[config.mk]
export PLATFORM = sky130hd
export DESIGN_NAME = branch_pred_ctrl
export DESIGN_NICKNAME = d
export VERILOG_FILES = /design/src/rtl/branch_pred_ctrl.sv
export SDC_FILE = /design/constraint.sdc
export NUM_CORES = 1
export LEC_CHECK = 0
export ABC_AREA = 1
export ABC_CLOCK_PERIOD_IN_PS = 2300
export BUFFER_PORTS_ARGS = -buffer_cell sky130_fd_sc_hd__buf_2
export CORE_MARGIN = 4
export CORE_UTILIZATION = 29
export CTS_CLUSTER_DIAMETER = 40
export DETAILED_ROUTE_END_ITERATION = 10
export SYNTH_ARGS = -nofsm -noshare
export SYNTH_HDL_FRONTEND = slang
export SYNTH_SLANG_ARGS = --single-unit
[constraint.sdc]
create_clock -name clk -period 2.3 [get_ports clk]
set_input_delay 0.23 -clock clk [delete_from_list [all_inputs] [get_ports clk]]
set_output_delay 0.23 -clock clk [all_outputs]
set_load 0.05 [all_outputs]
[src/rtl/branch_pred_ctrl.sv]
// branch_pred_ctrl: 2-bit counter branch predictor with outstanding-prediction FIFO and mispredict flush sequencer
// Ports: clk, rst_n (async, active-low); br_valid/br_pc/br_type from decode;
//   pred_taken, stall to decode; pred_type/last_pred (FIFO head) to checker;
//   chk_valid/chk_incorrect/chk_correct from checker; flush, err_underflow (sticky).
// Optional: PRED_STATS_EN adds saturating hit_cnt/miss_cnt outputs.
module branch_pred_ctrl #(
  parameter int PC_W      = 12,
  parameter int IDX_W     = 4,
  parameter int DEPTH     = 4,
  parameter int FLUSH_CYC = 2
) (
  input  logic            clk,
  input  logic            rst_n,
  input  logic            br_valid,
  input  logic [PC_W-1:0] br_pc,
  input  logic [1:0]      br_type,
  output logic            pred_taken,
  output logic            stall,
  output logic [1:0]      pred_type,
  output logic            last_pred,
  input  logic            chk_valid,
  input  logic            chk_incorrect,
  input  logic            chk_correct,
  output logic            flush,
  output logic            err_underflow
`ifdef PRED_STATS_EN
  ,
  output logic [15:0]     hit_cnt,
  output logic [15:0]     miss_cnt
`endif
);
  localparam int PTR_W = $clog2(DEPTH);
  localparam int CNT_W = PTR_W + 1;
  localparam int FC_W  = $clog2(FLUSH_CYC + 1);
  localparam int NCNT  = 2 ** IDX_W;
  typedef enum logic {IDLE, FLUSH} state_t;
  state_t state, state_nxt;
  logic [1:0] cnt [NCNT];
  logic [IDX_W-1:0] f_idx [DEPTH];
  logic [1:0] f_type [DEPTH];
  logic f_pred [DEPTH];
  logic [PTR_W-1:0] wr_ptr, rd_ptr;
  logic [CNT_W-1:0] count;
  logic [FC_W-1:0] fcnt;
  logic [IDX_W-1:0] idx, h_idx;
  logic [1:0] h_cnt, cnt_upd;
  logic empty, full, push, pop, mispred;
  logic unused_pc;
  assign unused_pc = ^br_pc[PC_W-1:IDX_W];
  assign idx = br_pc[IDX_W-1:0];
  assign empty = count == '0;
  assign full = count == CNT_W'(DEPTH);
  assign pred_taken = cnt[idx][1];
  assign flush = state == FLUSH;
  assign stall = full | flush;
  assign push = br_valid & (|br_type) & ~stall;
  assign pop = (state == IDLE) & chk_valid & ~empty;
  assign mispred = pop & chk_incorrect;
  assign h_idx = f_idx[rd_ptr];
  assign h_cnt = cnt[h_idx];
  assign cnt_upd = chk_correct ? (&h_cnt ? h_cnt : h_cnt + 2'd1) : (|h_cnt ? h_cnt - 2'd1 : h_cnt);
  assign pred_type = empty ? 2'b00 : f_type[rd_ptr];
  assign last_pred = ~empty & f_pred[rd_ptr];
  always_comb begin
    state_nxt = state;
    state_nxt = (state == IDLE) ? (mispred ? FLUSH : IDLE) : (fcnt == '0 ? IDLE : FLUSH);
  end
  always_ff @(posedge clk or negedge rst_n) begin
    if (!rst_n) begin
      state <= IDLE;
      fcnt <= '0;
      wr_ptr <= '0;
      rd_ptr <= '0;
      count <= '0;
      err_underflow <= 1'b0;
      for (int i = 0; i < NCNT; i++) cnt[i] <= 2'b01;
    end else begin
      state <= state_nxt;
      fcnt <= mispred ? FC_W'(FLUSH_CYC - 1) : (fcnt != '0 ? fcnt - 1'b1 : fcnt);
      if (pop) cnt[h_idx] <= cnt_upd;
      if (state == IDLE && chk_valid && empty) err_underflow <= 1'b1;
      // a mispredict makes every younger entry wrong-path, including a same-cycle push
      if (mispred) begin
        wr_ptr <= '0;
        rd_ptr <= '0;
        count <= '0;
      end else begin
        if (push) wr_ptr <= wr_ptr + 1'b1;
        if (pop) rd_ptr <= rd_ptr + 1'b1;
        count <= count + CNT_W'(push) - CNT_W'(pop);
      end
    end
  end
  always_ff @(posedge clk) begin
    if (push) begin
      f_idx[wr_ptr] <= idx;
      f_type[wr_ptr] <= br_type;
      f_pred[wr_ptr] <= pred_taken;
    end
  end
`ifdef PRED_STATS_EN
  always_ff @(posedge clk or negedge rst_n) begin
    if (!rst_n) begin
      hit_cnt <= '0;
      miss_cnt <= '0;
    end else if (pop) begin
      if (chk_incorrect && ~&miss_cnt) miss_cnt <= miss_cnt + 16'd1;
      if (!chk_incorrect && ~&hit_cnt) hit_cnt <= hit_cnt + 16'd1;
    end
  end
`endif
endmodule

==> results.cfg, run 1 <==
[outcome]
outcome = complete, no violations

[grt]
use_met2_pct = 20.97
grt_pass1_vias = 3223
grt_overflow = 0
grt_usage_pct = 12.62
grt_most_used_layer = met2
grt_start_max_net_pins = 38
grt_pass1_wl_um = 15230
antenna_found_initial = 0
gr-usage-met1_pct = 16.23
grt_util_met3_pct = 2.790

[yosys]
synth_cell_types = 29
synth_xor_area_share_pct = 0.4544
synth_adder_area_share_pct = 2.791
syn-num-nets = 515
muxShareOfSynthArea_pct = 0
yosys_warnings = 0
synth-simple-area-share_pct = 31.68
synth_seq_cells = 71
synth_compound_area_share_pct = 5.485
syn_area_sq_um = 3855
syn_inst = 487
syn_avg_cell_area_sq_um = 7.916
ys_seq_area_share_pct = 50.24
synth_top_family_by_area = simple AND/OR/NAND/NOR gates

[timing]
hold_viol = 0
clock.fmax_mhz = 450.8
fin_crit_sh_pct = 96.45
finClkSkew_ns = 0.008879
finalCriticalPeriod_ns = 2.218
finalSetupViolCount = 0
rsz0062_at_grt = false
slew_violations = 0
relSlewSlack_pct = 66.33
worst_slew_pin_slew_ns = 0.5050
setup_tns_ns = 0

[critical_path]
end_kind = flip-flop
r2r_setup_slack_ns = 0.08
cp-start-kind = flip-flop
crit_arrival_ns = 2.49
crit_fanout = 4
r2r_end = count[1]$_DFF_PN0_
r2r_cells = 10
crit_required_ns = 2.57
crit_type = flip-flop to flip-flop
r2r-start = count[1]$_DFF_PN0_

[drt]
vias = 3230
drt_iter0_markers = 255
detail-route-antenna-nets = 0
wl_per_cell_um = 12.96
drt-total-wl_um = 9200
drc = 0
vias_per_cell = 4.549
drtPass1Iterations = 4

[power]
ir_worst_vdd_mv = 0.4014
power.density_nw_per_um2 = 1612
power_leakage_nw = 2.205
total_power_mw = 7.599

[min_path]
hp-class = input pin to flip-flop
min_from = br_type[1]
whs_endpoint = f_type[1][1]$_DFFE_PP_
min_path_cells = 1

[layout]
areaGrowthSynthToFinish_pct = 22.27
n_antenna_cell = 0
final_nets = 561
stdcell_count = 710
final_common_cell = nand2_1
final_cell_mix = 161 x nand2_1, 68 x inv_1, 53 x nand3_1
drive_above_1_share_pct = 20.63
regArea_sq_um = 1939
fillers = 1295
multi_input_comb_area_sq_um = 1647

[job]
max_cap_viol_count = 0

[clock_tree]
cts.sinks = 71
htree_levels = 3
tritoncts = done
cts_root_buf = clkbuf_16
clkTransAtPathRegs_ns = 0.06
clock_latency_ns = 0.33
clk_path_buf_depth = 2
cts_buffers = 9

[floorplan]
die_area_sq_um = 15200
die_width_um = 123.3
fp.dieH_um = 123.3
rows = 41
start_util_pct = 30.06
coreArea_sq_um = 12820
num_io_pins = 27

[placement]
portBuffers = 18
dp.cells = 684
dp_hpwl_um = 6277
gp_congestion = 0.8769
## kinds of logic (layout without fill, tap and decap cells)
logic type	Yosys count	count (layout)
buf+inv	88	138
xor+xnor	2	2
flops	71	71
simple gates	281	282
fa+ha+maj	8	8
compound gates	37	37
## critical path: stages, from the launching register on
cell and delay (ns):
dfrtp_1 0.43, or2_2 0.34, nor2_2 0.12, nor2_1 0.09, ha_4 0.24, inv_2 0.06, ha_4 0.11, inv_2 0.03
fa_1 0.46, or2_4 0.23, inv_1 0.05
## per-layer routing
layer  routed length [um]  share of wire [%]
met1                 4149                 45
met3                  481                5.2
met4                  178                1.9
met2                 4391                 48
met5                    0                  0
## Yosys cell counts
master / n / area (sq um)
or2_2: 2 / 12.51
o21ai_4: 1 / 16.27
dfstp_2: 16 / 420.4
ha_1: 7 / 87.58
buf_4: 4 / 30.03
a21oi_1: 10 / 50.05
nor2_2: 1 / 6.260
inv_2: 4 / 15.01
nor3_1: 2 / 10.01
inv_1: 72 / 270.3
nor2_4: 1 / 11.26
o221ai_1: 1 / 8.760
nand3_4: 2 / 35.03
buf_6: 1 / 11.26
o21ai_0: 21 / 105.1
nand3_1: 53 / 265.3
nand2_2: 7 / 43.79
clkbuf_1: 1 / 3.750
buf_2: 6 / 30.03
o211ai_1: 3 / 22.52
nand2_1: 162 / 608.1
nand2_4: 1 / 11.26
fa_1: 1 / 20.02
a31o_2: 1 / 8.760
xor2_1: 2 / 17.52
dfrtp_1: 27 / 675.7
edfxtp_1: 28 / 840.8
nor2_1: 42 / 157.7
nand3b_1: 8 / 60.06
## area by class of cell
type | instances | area share (%)
multi-input combinational | 329 | 34.93
inverter | 76 | 6.159
clock buffer | 11 | 5.362
tap | 172 | 4.566
sequential | 71 | 41.15
clock inverter | 5 | 0.8760
timing repair buffer | 46 | 6.955
## registers in the layout, indices dropped and copies added, names as in the netlist
register       count
f_type             8
rd_ptr             2
flush              1
f_pred             4
fcnt               2
cnt               32
count              3
f_idx             16
wr_ptr             2
err_underflow      1
## worst max-delay path by stage
stage,start,endpoint,slack [ns],depth (start not counted)
floorplan,flush$_DFF_PN0_,count[1]$_DFF_PN0_,-0.04,11
global placement,count[1]$_DFF_PN0_,count[1]$_DFF_PN0_,0.04,12
detailed placement,count[1]$_DFF_PN0_,count[1]$_DFF_PN0_,0.006,12
CTS,count[1]$_DFF_PN0_,count[1]$_DFF_PN0_,0.02,12
global route,count[1]$_DFF_PN0_,count[1]$_DFF_PN0_,0.002,12
finish,count[1]$_DFF_PN0_,count[1]$_DFF_PN0_,0.08,10
## through the flow
stage,utilization [%],worst slack (ns),hold WS (ns),cell area (sq um)
floorplan,-,-0.03792,-0.06559,3876
global placement,33.33,0.04485,0.06535,4274
detailed placement,33.33,0.005726,0.06619,4274
CTS,35.76,0.01768,0.1180,4586
global route,36.75,0.001527,0.1376,4713
finish,36.75,0.08157,0.1380,4713
## repair_timing
item / CTS / global route
hold buffers: 1 / 0
endpoints found under the setup margin: 1 / 34
buffers inserted: 1 / 7
gates cloned: 0 / 1
pin swaps: 0 / 10
endpoints found under the hold margin: 6 / 0
resized for setup: 0 / 15
## report_power, final
part | switching [mW] | total [mW] | internal, mW
clock network | 0.528 | 1.32 | 0.795
logic | 2.74 | 4.21 | 1.47
registers | 0.258 | 2.06 | 1.81
Note: power is estimated with default switching activity, not from simulation.
==> inputs of run 2 (changes only) <==
--- a/config.mk
+++ b/config.mk
@@ -7,7 +7,7 @@
 export LEC_CHECK = 0
 export ABC_AREA = 1
 export ABC_CLOCK_PERIOD_IN_PS = 2300
-export BUFFER_PORTS_ARGS = -buffer_cell sky130_fd_sc_hd__buf_2
+export BUFFER_PORTS_ARGS = -buffer_cell sky130_fd_sc_hd__clkbuf_2
 export CORE_MARGIN = 4
 export CORE_UTILIZATION = 29
 export CTS_CLUSTER_DIAMETER = 40
==> results.cfg, run 2 (synthesis gave the netlist of run 1 again) <==
[outcome]
outcome = complete, no violations

[critical_path]
end_kind = flip-flop
r2r_setup_slack_ns = 0.05
setup.worst_path.start = count[1]$_DFF_PN0_
crit_fanout = 4
cp-start-kind = flip-flop
endpoint = count[1]$_DFF_PN0_
r2r-start = count[1]$_DFF_PN0_
r2r_cells = 12
crit_required_ns = 2.57
crit_type = flip-flop to flip-flop
r2r_end = count[1]$_DFF_PN0_
crit_arrival_ns = 2.52

[grt]
antenna_found_initial = 0
grt_start_max_net_pins = 32
grt_usage_pct = 13.19
grt_overflow = 0
grt_pass1_vias = 3262
grt_pass1_wl_um = 15550

[timing]
finalSetupViolCount = 0
worst_slew_pin_slew_ns = 0.4575
timing.hold.ws_ns = 0.1462
layout_setup_ws_ns = 0.05391
finalCriticalPeriod_ns = 2.246
rsz0062_at_grt = true
fin_crit_sh_pct = 97.66
slew_violations = 0
clock.fmax_mhz = 445.2
hold_viol = 0
relSlewSlack_pct = 69.30
finClkSkew_ns = 0.007396

[min_path]
hp-class = input pin to flip-flop

[floorplan]
die_width_um = 123.3
fp.dieH_um = 123.3
num_io_pins = 27
coreArea_sq_um = 12820
rows = 41
die_area_sq_um = 15200
start_util_pct = 30.06

[power]
pwr-share-seq_pct = 27.5
power.density_nw_per_um2 = 1602
p_int_mw = 3.958
power_frac_clock_pct = 18.3
power.switching_mw = 3.518
ir_worst_vdd_mv = 0.5135
total_power_mw = 7.476
power_leakage_nw = 2.184
pwr-share-comb_pct = 54.2
switching_share_pct = 47.05

[layout]
top_register = cnt
areaGrowthSynthToFinish_pct = 21.03
largest_reg_flops = 32
reg_top3 = cnt (32), f_idx (16), f_type (8)
final_nets = 557
final_common_cell = nand2_1
stdcell_count = 706
drive_above_1_share_pct = 19.85
n_antenna_cell = 0
final_cell_mix = 162 x nand2_1, 67 x inv_1, 53 x nand3_1

[drt]
vias_per_cell = 4.507
drc = 0
drtPass1Iterations = 4
top_layer = met4
wl_per_cell_um = 13.22
drt_iter0_markers = 186
wl_met1_um = 4290
wl_met2_um = 4518
wl_met3_um = 418
vias = 3182
detail-route-antenna-nets = 0
drt-total-wl_um = 9336

[clock_tree]
clk_path_buf_depth = 2
clock_latency_ns = 0.33
htree_levels = 3
tritoncts = done
cts_buffers = 9
cts.sinks = 71
clkTransAtPathRegs_ns = 0.06
cts_root_buf = clkbuf_16

[placement]
portBuffers = 18
dp_hpwl_um = 6282
dp.cells = 684
preCtsSetupSlack_ns = -0.006695
gp_congestion = 0.8578

[job]
max_cap_viol_count = 0
## run 2: changes by cell type in the layout (fill, tap and decap cells not counted), sizes merged
cell | before | now
buf | 45 | 23
clkbuf | 11 | 28
bufinv | 0 | 1
clkinv | 2 | 3
inv | 77 | 76
## run 2: what timing repair did
item	CTS	global route
cloned	0	1
hold buffers	1	0
resized for setup	0	17
setup endpoints to repair	1	34
endpoints found under the hold margin	12	0
pin swaps	0	8
buffers inserted	2	2
## run 2: per-stage QoR
stage | util [%] | TNS (ns) | cell area (sq um)
after floorplan | - | -0.03792 | 3876
after detailed placement | 33.23 | -0.006695 | 4262
after CTS | 35.70 | 0 | 4578
final | 36.38 | 0 | 4666
after global placement | 33.23 | 0 | 4262
after global routing | 36.38 | -0.05265 | 4666
## run 2: final cells by class
class	count	area (sq um)
Tap cell	172	215.2
Sequential cell	71	1941
Fill cell	1331	8159
Clock buffer	10	229.0
Timing Repair Buffer	42	285.3
Clock inverter	6	62.56
Multi-Input combinational cell	329	1640
Inverter	76	292.8
## run 2: power groups by stage
stage	Clock [mW]	Sequential, mW	Combinational (mW)
floorplan	0	2.05	2.76
global placement	0	2.06	3.65
detailed placement	0	2.08	3.73
CTS	1.39	2.05	3.79
global route	1.45	2.11	4.55
finish	1.37	2.06	4.05
## run 2: critical path, stage by stage, from the launching register on
cell,delay [ns]
dfrtp_1,0.38
nor2_1,0.07
a21oi_2,0.18
inv_4,0.05
nor3_4,0.24
inv_2,0.08
ha_4,0.27
inv_2,0.03
ha_4,0.14
inv_2,0.05
fa_2,0.41
or2_4,0.24
inv_2,0.04
## run 2: routing by layer
| layer | track usage, % | vias to the layer above |
|---|---|---|
| met1 | 17.28 | 1512 |
| met5 | 0 | - |
| met3 | 2.653 | 7 |
| li1 | - | 1614 |
| met2 | 21.58 | 49 |
| met4 | 4.913 | 0 |
## run 2: worst min-delay path by stage
stage	start	end	slack, ns	cells after the start
after floorplan	rst_n	cnt[11]$_DFFE_PN0P_	-0.07	0
after global placement	rst_n	err_underflow$_DFFE_PN0P_	0.15	1
after detailed placement	rst_n	err_underflow$_DFFE_PN0P_	0.15	1
after CTS	br_type[0]	f_type[2][0]$_DFFE_PP_	0.14	1
after global routing	br_type[0]	f_type[0][0]$_DFFE_PP_	0.15	1
final	br_type[0]	f_type[0][0]$_DFFE_PP_	0.15	1
==> inputs of run 3 (changes only) <==
==> constraint.sdc (replaced) <==
create_clock -name clk -period 2.3 [get_ports clk]
set_input_delay 0.345 -clock clk [delete_from_list [all_inputs] [get_ports clk]]
set_output_delay 0.345 -clock clk [all_outputs]
set_load 0.05 [all_outputs]
==> results.cfg, run 3 (synthesis gave the netlist of run 1 again) <==
[outcome]
outcome = complete, no violations

[floorplan]
num_io_pins = 27
die_area_sq_um = 15200
rows = 41
fp.dieH_um = 123.3
coreArea_sq_um = 12820
die_width_um = 123.3
start_util_pct = 30.06

[layout]
drive_above_1_share_pct = 19.55
stdcell_count = 704
final_common_cell = nand2_1
largest_reg_flops = 32
fin_area_sq_um = 4681
final_nets = 555
fillers = 1283
final_cell_mix = 162 x nand2_1, 67 x inv_1, 53 x nand3_1
n_antenna_cell = 0
top_register = cnt
areaGrowthSynthToFinish_pct = 21.42
reg_top3 = cnt (32), f_idx (16), f_type (8)
fin_util_pct = 36.50

[placement]
dp.cells = 686
gp_congestion = 0.8444
dp_hpwl_um = 6348
portBuffers = 18
preCtsSetupSlack_ns = 0.07490
place_area_sq_um = 4290

[drt]
wl_per_cell_um = 12.85
vias = 3146
drt-total-wl_um = 9046
drc = 0
drt_iter0_markers = 200
drtPass1Iterations = 5
detail-route-antenna-nets = 0
vias_per_cell = 4.469

[timing]
slew_violations = 0
finalCriticalPeriod_ns = 2.159
clock.fmax_mhz = 463.2
rsz0062_at_grt = false
finalSetupViolCount = 0
setup_tns_ns = 0
finClkSkew_ns = 0.006446
fin_crit_sh_pct = 93.87
hold_viol = 0
layout_setup_ws_ns = 0.1410
relSlewSlack_pct = 72.67
worst_slew_pin_slew_ns = 0.4099

[job]
max_cap_viol_count = 0

[grt]
grt_most_used_layer = met2
grt_start_max_net_pins = 31
grt_util_met3_pct = 2.287
gr-usage-met1_pct = 15.73
grt_overflow = 0
use_met2_pct = 21.98
antenna_found_initial = 0
grt_usage_pct = 12.82
grt_pass1_vias = 3089
grt_pass1_wl_um = 15130

[clock_tree]
clock_latency_ns = 0.33
cts.sinks = 71
clkTransAtPathRegs_ns = 0.06
clk_path_buf_depth = 2
cts_buffers = 9
cts_root_buf = clkbuf_16
tritoncts = done
htree_levels = 3

[power]
pwr-share-comb_pct = 53.2
power.switching_mw = 3.401
power_leakage_nw = 2.198
pwr-share-seq_pct = 27.0
switching_share_pct = 45.05
power_frac_clock_pct = 19.8
ir_worst_vdd_mv = 0.4869
power.density_nw_per_um2 = 1613
p_int_mw = 4.147

[critical_path]
crit_required_ns = 2.58
crit_arrival_ns = 2.44
crit_type = flip-flop to flip-flop
end_kind = flip-flop
crit_fanout = 3
cp-start-kind = flip-flop

[min_path]
hp-class = input pin to flip-flop
run 3: cell types whose count changed in the layout (fill, tap and decap cells not counted), moves of 2 or more:
cell | previous run | this run
buf_4 | 22 | 19
inv_2 | 6 | 9
inv_4 | 3 | 0
buf_12 | 1 | 3
run 3: through the flow:
step,hold WS [ns],total power [mW]
3_3_place_gp,0.2733,5.867
6_report,0.2392,7.548
4_1_cts,0.2225,7.466
5_1_grt,0.2448,8.168
3_5_place_dp,0.2747,5.941
2_1_floorplan,0.04941,4.794
run 3: worst paths after layout:
check	start	endpoint	slack, ns	cells past startpoint
setup reg to reg	count[1]$_DFF_PN0_	count[1]$_DFF_PN0_	0.14	10
max in group asynchronous	rst_n	cnt[10]$_DFFE_PN1P_	1.07	3
min in group asynchronous	rst_n	rd_ptr[1]$_DFFE_PN0P_	0.46	2
hold / removal	br_type[0]	f_type[3][0]$_DFFE_PP_	0.24	1
hold reg to reg	err_underflow$_DFFE_PN0P_	err_underflow$_DFFE_PN0P_	0.46	1
setup / recovery	count[1]$_DFF_PN0_	count[1]$_DFF_PN0_	0.14	10
run 3: cell type report:
cell class	count	area, sq um	area share, %
sequential	71	1939	41.43
multi-input combinational	328	1615	34.51
timing repair buffer	41	302.8	6.469
inverter	76	285.3	6.095
clock buffer	10	229.0	4.892
tap	172	215.2	4.598
clock inverter	6	93.84	2.005
run 3: layer usage:
metal / up-vias / part of all wire (%)
li1: 1608 / -
met1: 1451 / 44
met2: 74 / 48
met3: 13 / 5.5
met4: 0 / 1.9
met5: - / 0
run 3: repair_timing:
action,in CTS,in global routing
hold buffers,1,0
hold endpoints to repair,8,0
gates resized for setup,0,14
setup buffers,0,1
setup endpoints to repair,0,18
run 3: power groups by stage:
stage	Clock (mW)	Combinational, mW	Sequential (mW)
after floorplan	0	2.75	2.05
after global placement	0	3.83	2.04
after detailed placement	0	3.89	2.05
after CTS	1.53	3.90	2.03
after global routing	1.59	4.50	2.08
final	1.49	4.01	2.04
run 3: worst max-delay path, cell delays in order (launching register included):
cell	delay (ns)
dfrtp_1	0.41
or2_2	0.33
nor2_2	0.10
nor2_1	0.09
ha_4	0.27
inv_2	0.04
ha_4	0.14
inv_2	0.05
fa_1	0.41
or2_4	0.24
inv_2	0.04
